## src/rtl/tx_gearbox_6466b.sv

```systemverilog
// 64b/66b transmit gearbox: packs 66-bit blocks into a continuous DATA_WIDTH-bit line stream.
// Optional TX_GEARBOX_HDR_CHECK_EN adds o_header_err for invalid sync headers.
module tx_gearbox_6466b #(
    parameter int DATA_WIDTH = 64
) (
    input  logic                  i_txc,
    input  logic                  i_reset,
    input  logic                  i_init_done,
    input  logic [DATA_WIDTH-1:0] i_txd,
    input  logic [1:0]            i_tx_header,
    output logic                  o_tx_pause,
    output logic [DATA_WIDTH-1:0] o_txd,
    output logic [5:0]            o_tx_sequence
`ifdef TX_GEARBOX_HDR_CHECK_EN
    ,
    output logic                  o_header_err
`endif
);

    localparam int unsigned CW         = DATA_WIDTH + 64;
    localparam logic [5:0]  PAUSE_SLOT = 6'd32;
    localparam logic [6:0]  W7         = 7'(DATA_WIDTH);
    localparam logic        FULL       = (DATA_WIDTH == 64);

    generate
        if (DATA_WIDTH != 32 && DATA_WIDTH != 64) begin : g_bad_width
            $error("tx_gearbox_6466b: DATA_WIDTH must be 32 or 64");
        end
    endgenerate

    typedef enum logic {IDLE, ACTIVE} state_t;

    state_t                  state_q, state_n;
    logic [63:0]             buf_q, buf_n;
    logic [6:0]              res_q, res_n;
    logic                    phase_q, phase_n;
    logic [5:0]              seq_n;
    logic                    pause_n;
    logic [DATA_WIDTH-1:0]   txd_n;
    logic                    has_hdr, slot_end, accept;
    logic [CW-1:0]           in_ext, comb;

    always_comb begin
        state_n  = state_q;
        buf_n    = buf_q;
        res_n    = res_q;
        phase_n  = phase_q;
        seq_n    = o_tx_sequence;
        pause_n  = o_tx_pause;
        txd_n    = '0;
        has_hdr  = FULL | ~phase_q;
        slot_end = FULL | phase_q;
        accept   = 1'b0;
        in_ext   = '0;
        comb     = '0;
        if (!i_init_done) begin
            state_n = IDLE;
            buf_n   = '0;
            res_n   = '0;
            phase_n = 1'b0;
            seq_n   = '0;
            pause_n = 1'b1;
        end else if (state_q == IDLE) begin
            state_n = ACTIVE;
            buf_n   = '0;
            res_n   = '0;
            phase_n = 1'b0;
            seq_n   = '0;
            pause_n = 1'b0;
        end else begin
            accept = ~o_tx_pause;
            if (accept) begin
                if (has_hdr) in_ext[DATA_WIDTH+1:0] = {i_txd, i_tx_header};
                else         in_ext[DATA_WIDTH-1:0] = i_txd;
            end
            // New bits land directly above the residual; the low word goes out, the rest is kept.
            comb  = CW'(buf_q) | (in_ext << res_q);
            txd_n = comb[DATA_WIDTH-1:0];
            buf_n = comb[CW-1:DATA_WIDTH];
            if (accept) res_n = res_q + (has_hdr ? 7'd2 : 7'd0);
            else        res_n = res_q - W7;
            phase_n = ~phase_q;
            if (slot_end)
                seq_n = (o_tx_sequence == PAUSE_SLOT) ? 6'd0 : o_tx_sequence + 6'd1;
            pause_n = (seq_n == PAUSE_SLOT);
        end
    end

    always_ff @(posedge i_txc or posedge i_reset) begin
        if (i_reset) begin
            state_q       <= IDLE;
            buf_q         <= '0;
            res_q         <= '0;
            phase_q       <= 1'b0;
            o_tx_sequence <= '0;
            o_tx_pause    <= 1'b1;
            o_txd         <= '0;
        end else begin
            state_q       <= state_n;
            buf_q         <= buf_n;
            res_q         <= res_n;
            phase_q       <= phase_n;
            o_tx_sequence <= seq_n;
            o_tx_pause    <= pause_n;
            o_txd         <= txd_n;
        end
    end

`ifdef TX_GEARBOX_HDR_CHECK_EN
    logic err_n, pend_q, pend_n;

    // A header sitting above the first output word is flagged one cycle later, when it leaves.
    always_comb begin
        err_n  = 1'b0;
        pend_n = 1'b0;
        if (state_q == ACTIVE && i_init_done) begin
            err_n = pend_q;
            if (accept && has_hdr && (i_tx_header == 2'b00 || i_tx_header == 2'b11)) begin
                if (res_q < W7) err_n  = 1'b1;
                else            pend_n = 1'b1;
            end
        end
    end

    always_ff @(posedge i_txc or posedge i_reset) begin
        if (i_reset) begin
            o_header_err <= 1'b0;
            pend_q       <= 1'b0;
        end else begin
            o_header_err <= err_n;
            pend_q       <= pend_n;
        end
    end
`endif

endmodule

```

## config.mk

```make
export PLATFORM = sky130hd
export DESIGN_NAME = tx_gearbox_6466b
export DESIGN_NICKNAME = d
export VERILOG_FILES = /design/src/rtl/tx_gearbox_6466b.sv
export SDC_FILE = /design/constraint.sdc
export NUM_CORES = 1
export LEC_CHECK = 0
export BUFFER_PORTS_ARGS = -buffer_cell sky130_fd_sc_hd__buf_2
export CAP_MARGIN = 20
export CORE_MARGIN = 8
export CORE_UTILIZATION = 55
export CTS_CLUSTER_SIZE = 24
export DETAILED_ROUTE_END_ITERATION = 7
export PLACE_DENSITY = 0.76
export SLEW_MARGIN = 20
export SYNTH_ARGS = -nofsm -noshare
export SYNTH_HDL_FRONTEND = slang
export SYNTH_SLANG_ARGS = --single-unit
```

## constraint.sdc

```tcl
create_clock -name i_txc -period 5.7 [get_ports i_txc]
set_input_delay 0.285 -clock i_txc [delete_from_list [all_inputs] [get_ports i_txc]]
set_output_delay 0.285 -clock i_txc [all_outputs]
set_load 0.1 [all_outputs]
```

# Word-level counts from Yosys, hierarchy flattened
# Cells that the tools add are included.
# W data, S select, Z words.
dict set report word_totals {
  in_bits 69
  register_bits 143
  wordCells 31
}
dict set report classes {
  n_eq_ne 2
  mux 18
  bitwise_logic 1
  addsub 3
  n_shift 1
}
# cell count
set op_table {}
lappend op_table {{$mux W64} 4}
lappend op_table {{$mux W66} 3}
lappend op_table {{$or A64 B128 Y128} 1}
lappend op_table {{$shl A66 B7 Y128} 1}
lappend op_table {{$mux W6} 5}
lappend op_table {{$mux W7} 3}
lappend op_table {{$eq A6 B6 Y1 const B} 2}
lappend op_table {{$add A7 B2 Y7 const B} 1}
lappend op_table {{$sub A7 B7 Y7 const B} 1}
lappend op_table {{$add A6 B1 Y6 const B} 1}
lappend op_table {{$mux W1} 3}

# Logic depth before layout (Yosys ltp)
# Gate-level depths: netlist (run 1).
dict set report depth {
  word_depth 7
  mapped_depth 9
  mapped_depth_nobuf 6
}

# Worst setup path after synthesis (run 1)
# Ideal clock, no wire load.
dict set report synth_timing {
  kind {register to register}
  startpoint {reg o_tx_sequence[2]}
  endpoint {reg o_tx_pause}
  stages_incl_launch_ff 6
  period_less_slack_ps 2478
  arrival_time_ps 2373
  slack_ps 3222
  n_path_buf 0
  setup_ps 105
  path_cell_list {dfrtp_1 and3_1 nand3_1 xor2_1 or3b_2 o41ai_1}
}
dict set report synth_via {
  elab_chain_cells 7
  elab_cells_between_ends 8
  cone_classes {1 x add/sub; 2 x eq/ne; 5 x mux}
}
# item line
set synth_rtl {}
lappend synth_rtl {{start, declared} 13} ;# output logic [5:0] o_tx_sequence
lappend synth_rtl {{start signal, assigned} 103} ;# o_tx_sequence <= seq_n;
lappend synth_rtl {{$add A6 B1 Y6 or $eq A6 B6 Y1 (tied branches)} 84} ;# seq_n = (o_tx_sequence == PAUSE_SLOT) ? 6'd0 : o_tx_sequence + 6'd1;
lappend synth_rtl {{$mux W6 *} 84}
lappend synth_rtl {{$mux W6 *} 63} ;# end else if (state_q == IDLE) begin
lappend synth_rtl {{$mux W6 *} 56} ;# if (!i_init_done) begin
lappend synth_rtl {{$eq A6 B6 Y1 *} 85} ;# pause_n = (seq_n == PAUSE_SLOT);
lappend synth_rtl {{$mux W1 *} 63}
lappend synth_rtl {{$mux W1 *} 56}
lappend synth_rtl {{named net pause_n} 38} ;# logic pause_n;
lappend synth_rtl {{end signal, assigned} 104} ;# o_tx_pause <= pause_n;
lappend synth_rtl {{end, declared} 11} ;# output logic o_tx_pause,
# The timed path passes the listed nets; every way through them passes the cells marked *. The select of a mux whose other input is x is not followed.

# Worst setup path after layout (run 1)
dict set report layout_timing {
  startpoint {reg res_q[3]}
  endpoint {reg buf_q[58]}
}
dict set report layout_via {
  elab_chain_cells 4
}
# item line
set layout_rtl {}
lappend layout_rtl {{start, declared} 35} ;# logic [6:0] res_q, res_n;
lappend layout_rtl {{start signal, assigned} 101} ;# res_q <= res_n;
lappend layout_rtl {{$shl A66 B7 Y128} 77} ;# comb = CW'(buf_q) | (in_ext << res_q);
lappend layout_rtl {{$or A64 B128 Y128} 77}
lappend layout_rtl {{$mux W64} 63}
lappend layout_rtl {{$mux W64} 56}
lappend layout_rtl {{named net buf_n[58]} 34} ;# logic [63:0] buf_q, buf_n;
lappend layout_rtl {{end signal, assigned} 100} ;# buf_q <= buf_n;
lappend layout_rtl {{end, declared} 34}
# The timed path passes the listed nets, and every way through them passes these cells.

==> results of run 1 <==
worst reg2reg max path, delay by kind of cell (launching register included):
family           cells  cell delay, ns
flip-flops           1            0.98
AO/OA/AOI/OAI        4            1.42
AND/OR/NAND/NOR      1            1.01
state kept, by name (all words and copies together), names as in the netlist:
name and count:
res_q 6, o_txd 64, buf_q 64, state_q 1, o_tx_sequence 6, o_tx_pause 1
layer usage:
layer	vias up	GRT usage, %
met3	206	14.5
met1	5615	53.0
li1	4757	-
met4	0	17.5
met2	1179	53.9
met5	-	0
logic make-up after synthesis:
group                      count (synthesis)
xor gates and xnor gates                   8
adders and majority gates                  3
and+or+nand+nor                          350
AOI/OAI and AO/OA                        362
DFF                                      142
muxes                                    196
buffers and inverters                    127
area by class of cell:
class	instances	area, um^2	area share, %
clock inverter	14	148	1.17
clock buffer	18	429	3.40
tap	270	338	2.68
multi-input combinational	919	7160	56.7
inverter	17	68.8	0.545
sequential	142	3570	28.3
timing repair buffer	168	913	7.24
worst paths after layout:
path | from | to | slack [ns] | cells past startpoint
hold / removal | i_reset | o_txd[17] | -0.02 | 2
min in group i_txc | i_init_done | state_q | 0.05 | 1
setup reg to reg | res_q[3] | buf_q[58] | 2.20 | 5
setup / recovery | res_q[3] | buf_q[58] | 2.20 | 5
max in group asynchronous | i_reset | buf_q[24] | 4.40 | 3
hold reg to reg | buf_q[37] | o_txd[37] | 0.46 | 2
synthesized netlist by cell type, types with 12 or more instances:
library cell  instances
dfrtp_1             141
nand2_1             106
nor2_1               79
mux2i_1              76
a21oi_1              69
mux4_2               60
mux2_2               54
nand3_1              46
clkbuf_1             44
o21ai_0              36
a22oi_1              35
nor3_1               33
buf_2                32
o22ai_1              24
o211ai_1             22
o21ai_1              21
a31oi_1              20
nor2b_1              15
buf_6                14
a221o_1              13
and2_1               13
buf_4                12
inv_1                12
power groups by stage:
stage | combinational (mW) | sequential, mW | clock, mW
final | 0.656 | 1.05 | 1.13
after detailed placement | 0.625 | 1.06 | 0
after CTS | 0.628 | 1.05 | 1.12
after global placement | 0.624 | 1.06 | 0
after global routing | 0.673 | 1.05 | 1.16
after floorplan | 0.307 | 1.17 | 0
==> flow_summary_export.csv, run 1 <==
group,metric,value,unit
status,outcome,"finished, violations left",
status,violations,"design-rule violations, negative hold slack",
logic_synthesis,synthXorXnorAreaFrac,0.616,%
critical_path,crit_chain,"nor2b_2 -> a22oi_2 -> a21boi_1 -> a211oi_1 -> o221ai_1",
timing,skew,0.0154,ns
timing,period_share,61.4,%
logic_synthesis,muxShareOfSynthArea,24.6,%
finish,diodes,0,
timing,fmax,286,MHz
finish,nFillCells,1728,
timing,worst_slack,2.20,ns
die,start_util,56.2,%
cts,clkSlewWorstSetupHoldPaths,0.07,ns
pwr,p_clk_share,39.9,%
timing,setup_viol,0,
timing,fin_hold_ws,-0.0155,ns
route,drt_first_pass_iters,8,
grt,grt_pass1_wl,75.6,mm
place,io_buffers,139,
timing,worstMarginPinSlew,1.12,ns
timing,rsz0062_at_grt,"false",
place,hpwl,36.1,mm
route,drcViolationCount,11,
logic_synthesis,avgSynthCellArea,9.57,um^2
die,coreArea,20200,um^2
critical_path,crit_slowest_cell,"nor2b_2",
place,place_inst,1516,
finish,layout-drive-gt1-share,27.4,%
grt,antenna_found_initial,0,
place,postPlaceCellArea,12000,um^2
timing,slew_headroom,24.9,%
logic_synthesis,synth_top_area_share,31.0,%
cts,clock_path_buffers,2,
die,dieArea,25500,um^2
cts,post_cts_resized,0,
die,die_h,160,um
finish,final_cells,1548,
logic_synthesis,syn_nets,1260,
logic_synthesis,synth_compound_area_share,22.5,%
cts,cts_setup_buffers,0,
logic_synthesis,yosys_warnings,0,
route,wl_per_cell,32.7,um
finish,final_area,12600,um^2
cts,cts_tree,"done",
place,place_congestion,1.06,
timing,tns,0,ns
timing,hold_viol_final,15,
finish,final_common_cell,"buf_2",
die,fp.dieW,160,um
cts,root_buffer,"clkbuf_16",
pwr,p_sw,1.00,mW
logic_synthesis,async_reset_ff_share,100,%
route,drt_iter0_markers,2134,
die,rows,52,
pwr,p_leak,5.09,nW
logic_synthesis,yosysSeqAreaShare,31.3,%
grt,grt_pass1_vias,11400,
finish,layout_common_cells,"139 x buf_2, 137 x dfrtp_1, 105 x nand2_1, 76 x nor2_1, 76 x mux2i_1",
worst_hold_path,hold_class,"in -> async",
route,antenna_left,0,
finish,synthToLayoutAreaGrowth,11.1,%
timing,slew_viol_final,0,
critical_path,cp.required,6.03,ns
critical_path,worstPathArrival,3.84,ns
pwr,power.density,224,nW/um^2
route,viasPerCell,7.59,
job,maxCapViolCount,0,
cts,cts_buffers,17,
pwr,p_seq_share,37.0,%
route,wl_met1,19.4,mm
pwr,p_int,1.83,mW
critical_path,worstSetupPathType,"reg -> reg",
critical_path,start_kind,"flip-flop",
finish,utilization,62.4,%
route,top_layer,"met4",
grt,overflow,0,
route,routed_wirelength,50.7,mm
die,num_io_pins,140,
logic_synthesis,synth_ff_type,"dfrtp_1",
logic_synthesis,synth_seq_cells,142,
logic_synthesis,yosysTopAreaCell,"dfrtp_1",
logic_synthesis,postSynthCellCount,1188,
logic_synthesis,synthAdderAreaFrac,0.330,%
logic_synthesis,synth-edff-count,0,
cts,cts_hold_buf,0,
logic_synthesis,netlist_area,11400,um^2
cts,clock_latency,0.43,ns
pwr,p_sw_share,35.4,%
critical_path,critPathMaxFanout,67,
route,met2WireLength,20.3,mm
cts,clock-sinks,142,
grt,grt.total_usage,38.9,%
logic_synthesis,synthSimpleGateAreaFrac,14.8,%
pwr,finalPower,2.83,mW
cts,htree_levels,4,
critical_path,cp_top_family,"compound AO/OA/AOI/OAI gates",
finish,nets,1337,
pwr,pwr-share-comb,23.2,%
critical_path,crit_path_end_kind,"flip-flop",
route,wl_met3,8.21,mm
pwr,peakVddDrop,0.194,mV
logic_synthesis,ys_types,87,
grt,grt_max_degree,76,
timing,layout_min_cycle_time,3.50,ns
critical_path,critPathMaxStageDelay,0.99,ns
logic_synthesis,netlist_top_cells_area,"dfrtp_1 31%, mux4_2 12%, mux2i_1 6.7%, mux2_2 5.4%, nand2_1 3.5%",
logic_synthesis,synth_top_family_by_area,"multiplexers",
critical_path,path_buf_inv,0,
place,dp_worst_setup_slack,2.37,ns
route,vias,11800,
(Power assumes the default switching activity.)
==> run 2, diff against run 1 <==
- CORE_UTILIZATION: 55 -> 54
- PLACE_DENSITY: 0.76 -> 0.78
- clock period: 5.7 -> 3.1 ns (I/O delays scaled with it)
==> flow_summary_export.csv, run 2 (synthesis results as in run 1) <==
group,metric,value,unit
job,maxCapViolCount,0,
critical_path,crit_path_end_kind,"flip-flop",
critical_path,cp.required,3.38,ns
route,routed_wirelength,52.2,mm
finish,synthToLayoutAreaGrowth,16.6,%
die,num_io_pins,140,
timing,worst_slack,0.285,ns
grt,grt_max_degree,143,
timing,slew_viol_final,0,
finish,final_common_cell,"buf_2",
critical_path,crit_slowest_cell,"dfrtp_4",
pwr,power.density,395,nW/um^2
cts,cts_buffers,17,
timing,slew_headroom,31.6,%
pwr,finalPower,5.24,mW
critical_path,reg2regPathDepth,7,
die,start_util,54.6,%
status,outcome,"finished, violations left",
cts,clock-sinks,142,
critical_path,crit_chain,"buf_4 -> mux2_2 -> a22oi_1 -> nor3_1 -> a211oi_1 -> buf_4 -> o221ai_1",
die,die_h,161,um
cts,clock_path_buffers,2,
timing,setup_viol,0,
finish,nets,1413,
timing,skew,0.0134,ns
finish,largest_registers,"buf_q (64), o_txd (64)",
grt,grt_pass1_vias,11600,
timing,fmax,355,MHz
critical_path,critPathMaxFanout,32,
timing,worstMarginPinSlew,1.02,ns
die,fp.dieW,161,um
finish,nFillCells,1787,
route,antenna_left,0,
grt,grt.total_usage,39.1,%
critical_path,worstPathArrival,3.10,ns
critical_path,critPathMostFrequentCell,"buf_4",
status,violations,"design-rule violations, negative hold slack",
place,hpwl,39.3,mm
timing,rsz0062_at_grt,"false",
critical_path,critPathMaxStageDelay,0.73,ns
timing,tns,0,ns
route,vias,12300,
grt,grt_pass1_wl,76.9,mm
finish,diodes,0,
timing,layout_min_cycle_time,2.82,ns
place,place_congestion,1.09,
critical_path,worstSetupPathType,"reg -> reg",
pwr,peakVddDrop,0.352,mV
cts,cts_tree,"done",
finish,layout-drive-gt1-share,31.2,%
route,drcViolationCount,8,
die,dieArea,25900,um^2
route,wl_per_cell,32.0,um
grt,antenna_found_initial,1,
finish,layout_common_cells,"139 x buf_2, 137 x dfrtp_1, 105 x nand2_1, 99 x buf_4, 78 x nor2_1",
grt,overflow,0,
cts,clkSlewWorstSetupHoldPaths,0.08,ns
timing,period_share,90.8,%
pwr,p_leak,5.48,nW
die,rows,53,
place,dp_worst_setup_slack,0.447,ns
cts,root_buffer,"clkbuf_16",
route,drt_first_pass_iters,8,
cts,clock_latency,0.43,ns
cts,htree_levels,4,
critical_path,start_kind,"flip-flop",
die,coreArea,20800,um^2
route,drt_iter0_markers,2301,
timing,hold_viol_final,44,
worst_hold_path,hold_class,"in -> async",
timing,fin_hold_ws,-0.0747,ns
place,io_buffers,139,
route,viasPerCell,7.57,
## run 2: cell count changes in the layout (fill, tap and decap cells not counted), sizes merged
| cell | change |
|---|---|
| dlygate4sd3 | +1 |
| inv | -2 |
| clkbuf | -1 |
| bufinv | -1 |
| clkinv | +4 |
| buf | +75 |
## run 2: metal layers
layer | vias to the layer above | GRT usage [%] | wire (um)
met5 | - | 0 | 36
met4 | 4 | 18.6 | 3050
met3 | 272 | 12.6 | 8150
met2 | 1262 | 54.8 | 21200
met1 | 5875 | 53.8 | 19800
li1 | 4913 | - | -
## run 2: path summary, 6_finish.rpt
kind	end	slack (ns)	startpoint
setup / recovery	buf_q[12]	0.28	res_q[1]
hold / removal	o_txd[53]	-0.07	i_reset
setup reg to reg	buf_q[12]	0.28	res_q[1]
hold reg to reg	o_txd[37]	0.46	buf_q[37]
max in group asynchronous	res_q[3]	2.51	i_reset
min in group i_txc	buf_q[62]	0.10	i_txd[62]
## run 2: what timing repair did
item / CTS / global route
resized for setup: 0 / 0
hold buffers: 1 / 0
hold endpoints to repair: 2 / 0
setup buffers: 0 / 0
## run 2: worst max-delay path, delay by kind of cell, from the launching register on
kind                   cells  cell delay (ns)
DFF                        1             0.73
muxes                      1             0.41
buffers and inverters      2             0.49
and+or+nand+nor            1             0.11
AOI/OAI and AO/OA          3             0.92
## run 2: stage by stage
stage | cell area (um^2) | cells | util (%)
after floorplan | 11400 | 1188 | -
after global placement | 12700 | 1596 | 60.8
after detailed placement | 12700 | 1596 | 60.8
after CTS | 13300 | 1629 | 63.6
after global routing | 13300 | 1629 | 63.6
final | 13300 | 1629 | 63.6
## run 2: area by class of cell
| class | instances | area, um^2 | area share, % |
|---|---|---|---|
| multi-input combinational | 919 | 7150 | 53.9 |
| clock buffer | 17 | 425 | 3.21 |
| tap | 275 | 344 | 2.60 |
| timing repair buffer | 244 | 1550 | 11.7 |
| sequential | 142 | 3570 | 26.9 |
| inverter | 17 | 67.6 | 0.510 |
| clock inverter | 15 | 150 | 1.13 |
## run 2: power breakdown
group	switching (mW)	internal, mW
combinational	0.894	0.378
sequential	0.0282	1.89
clock	0.980	1.07
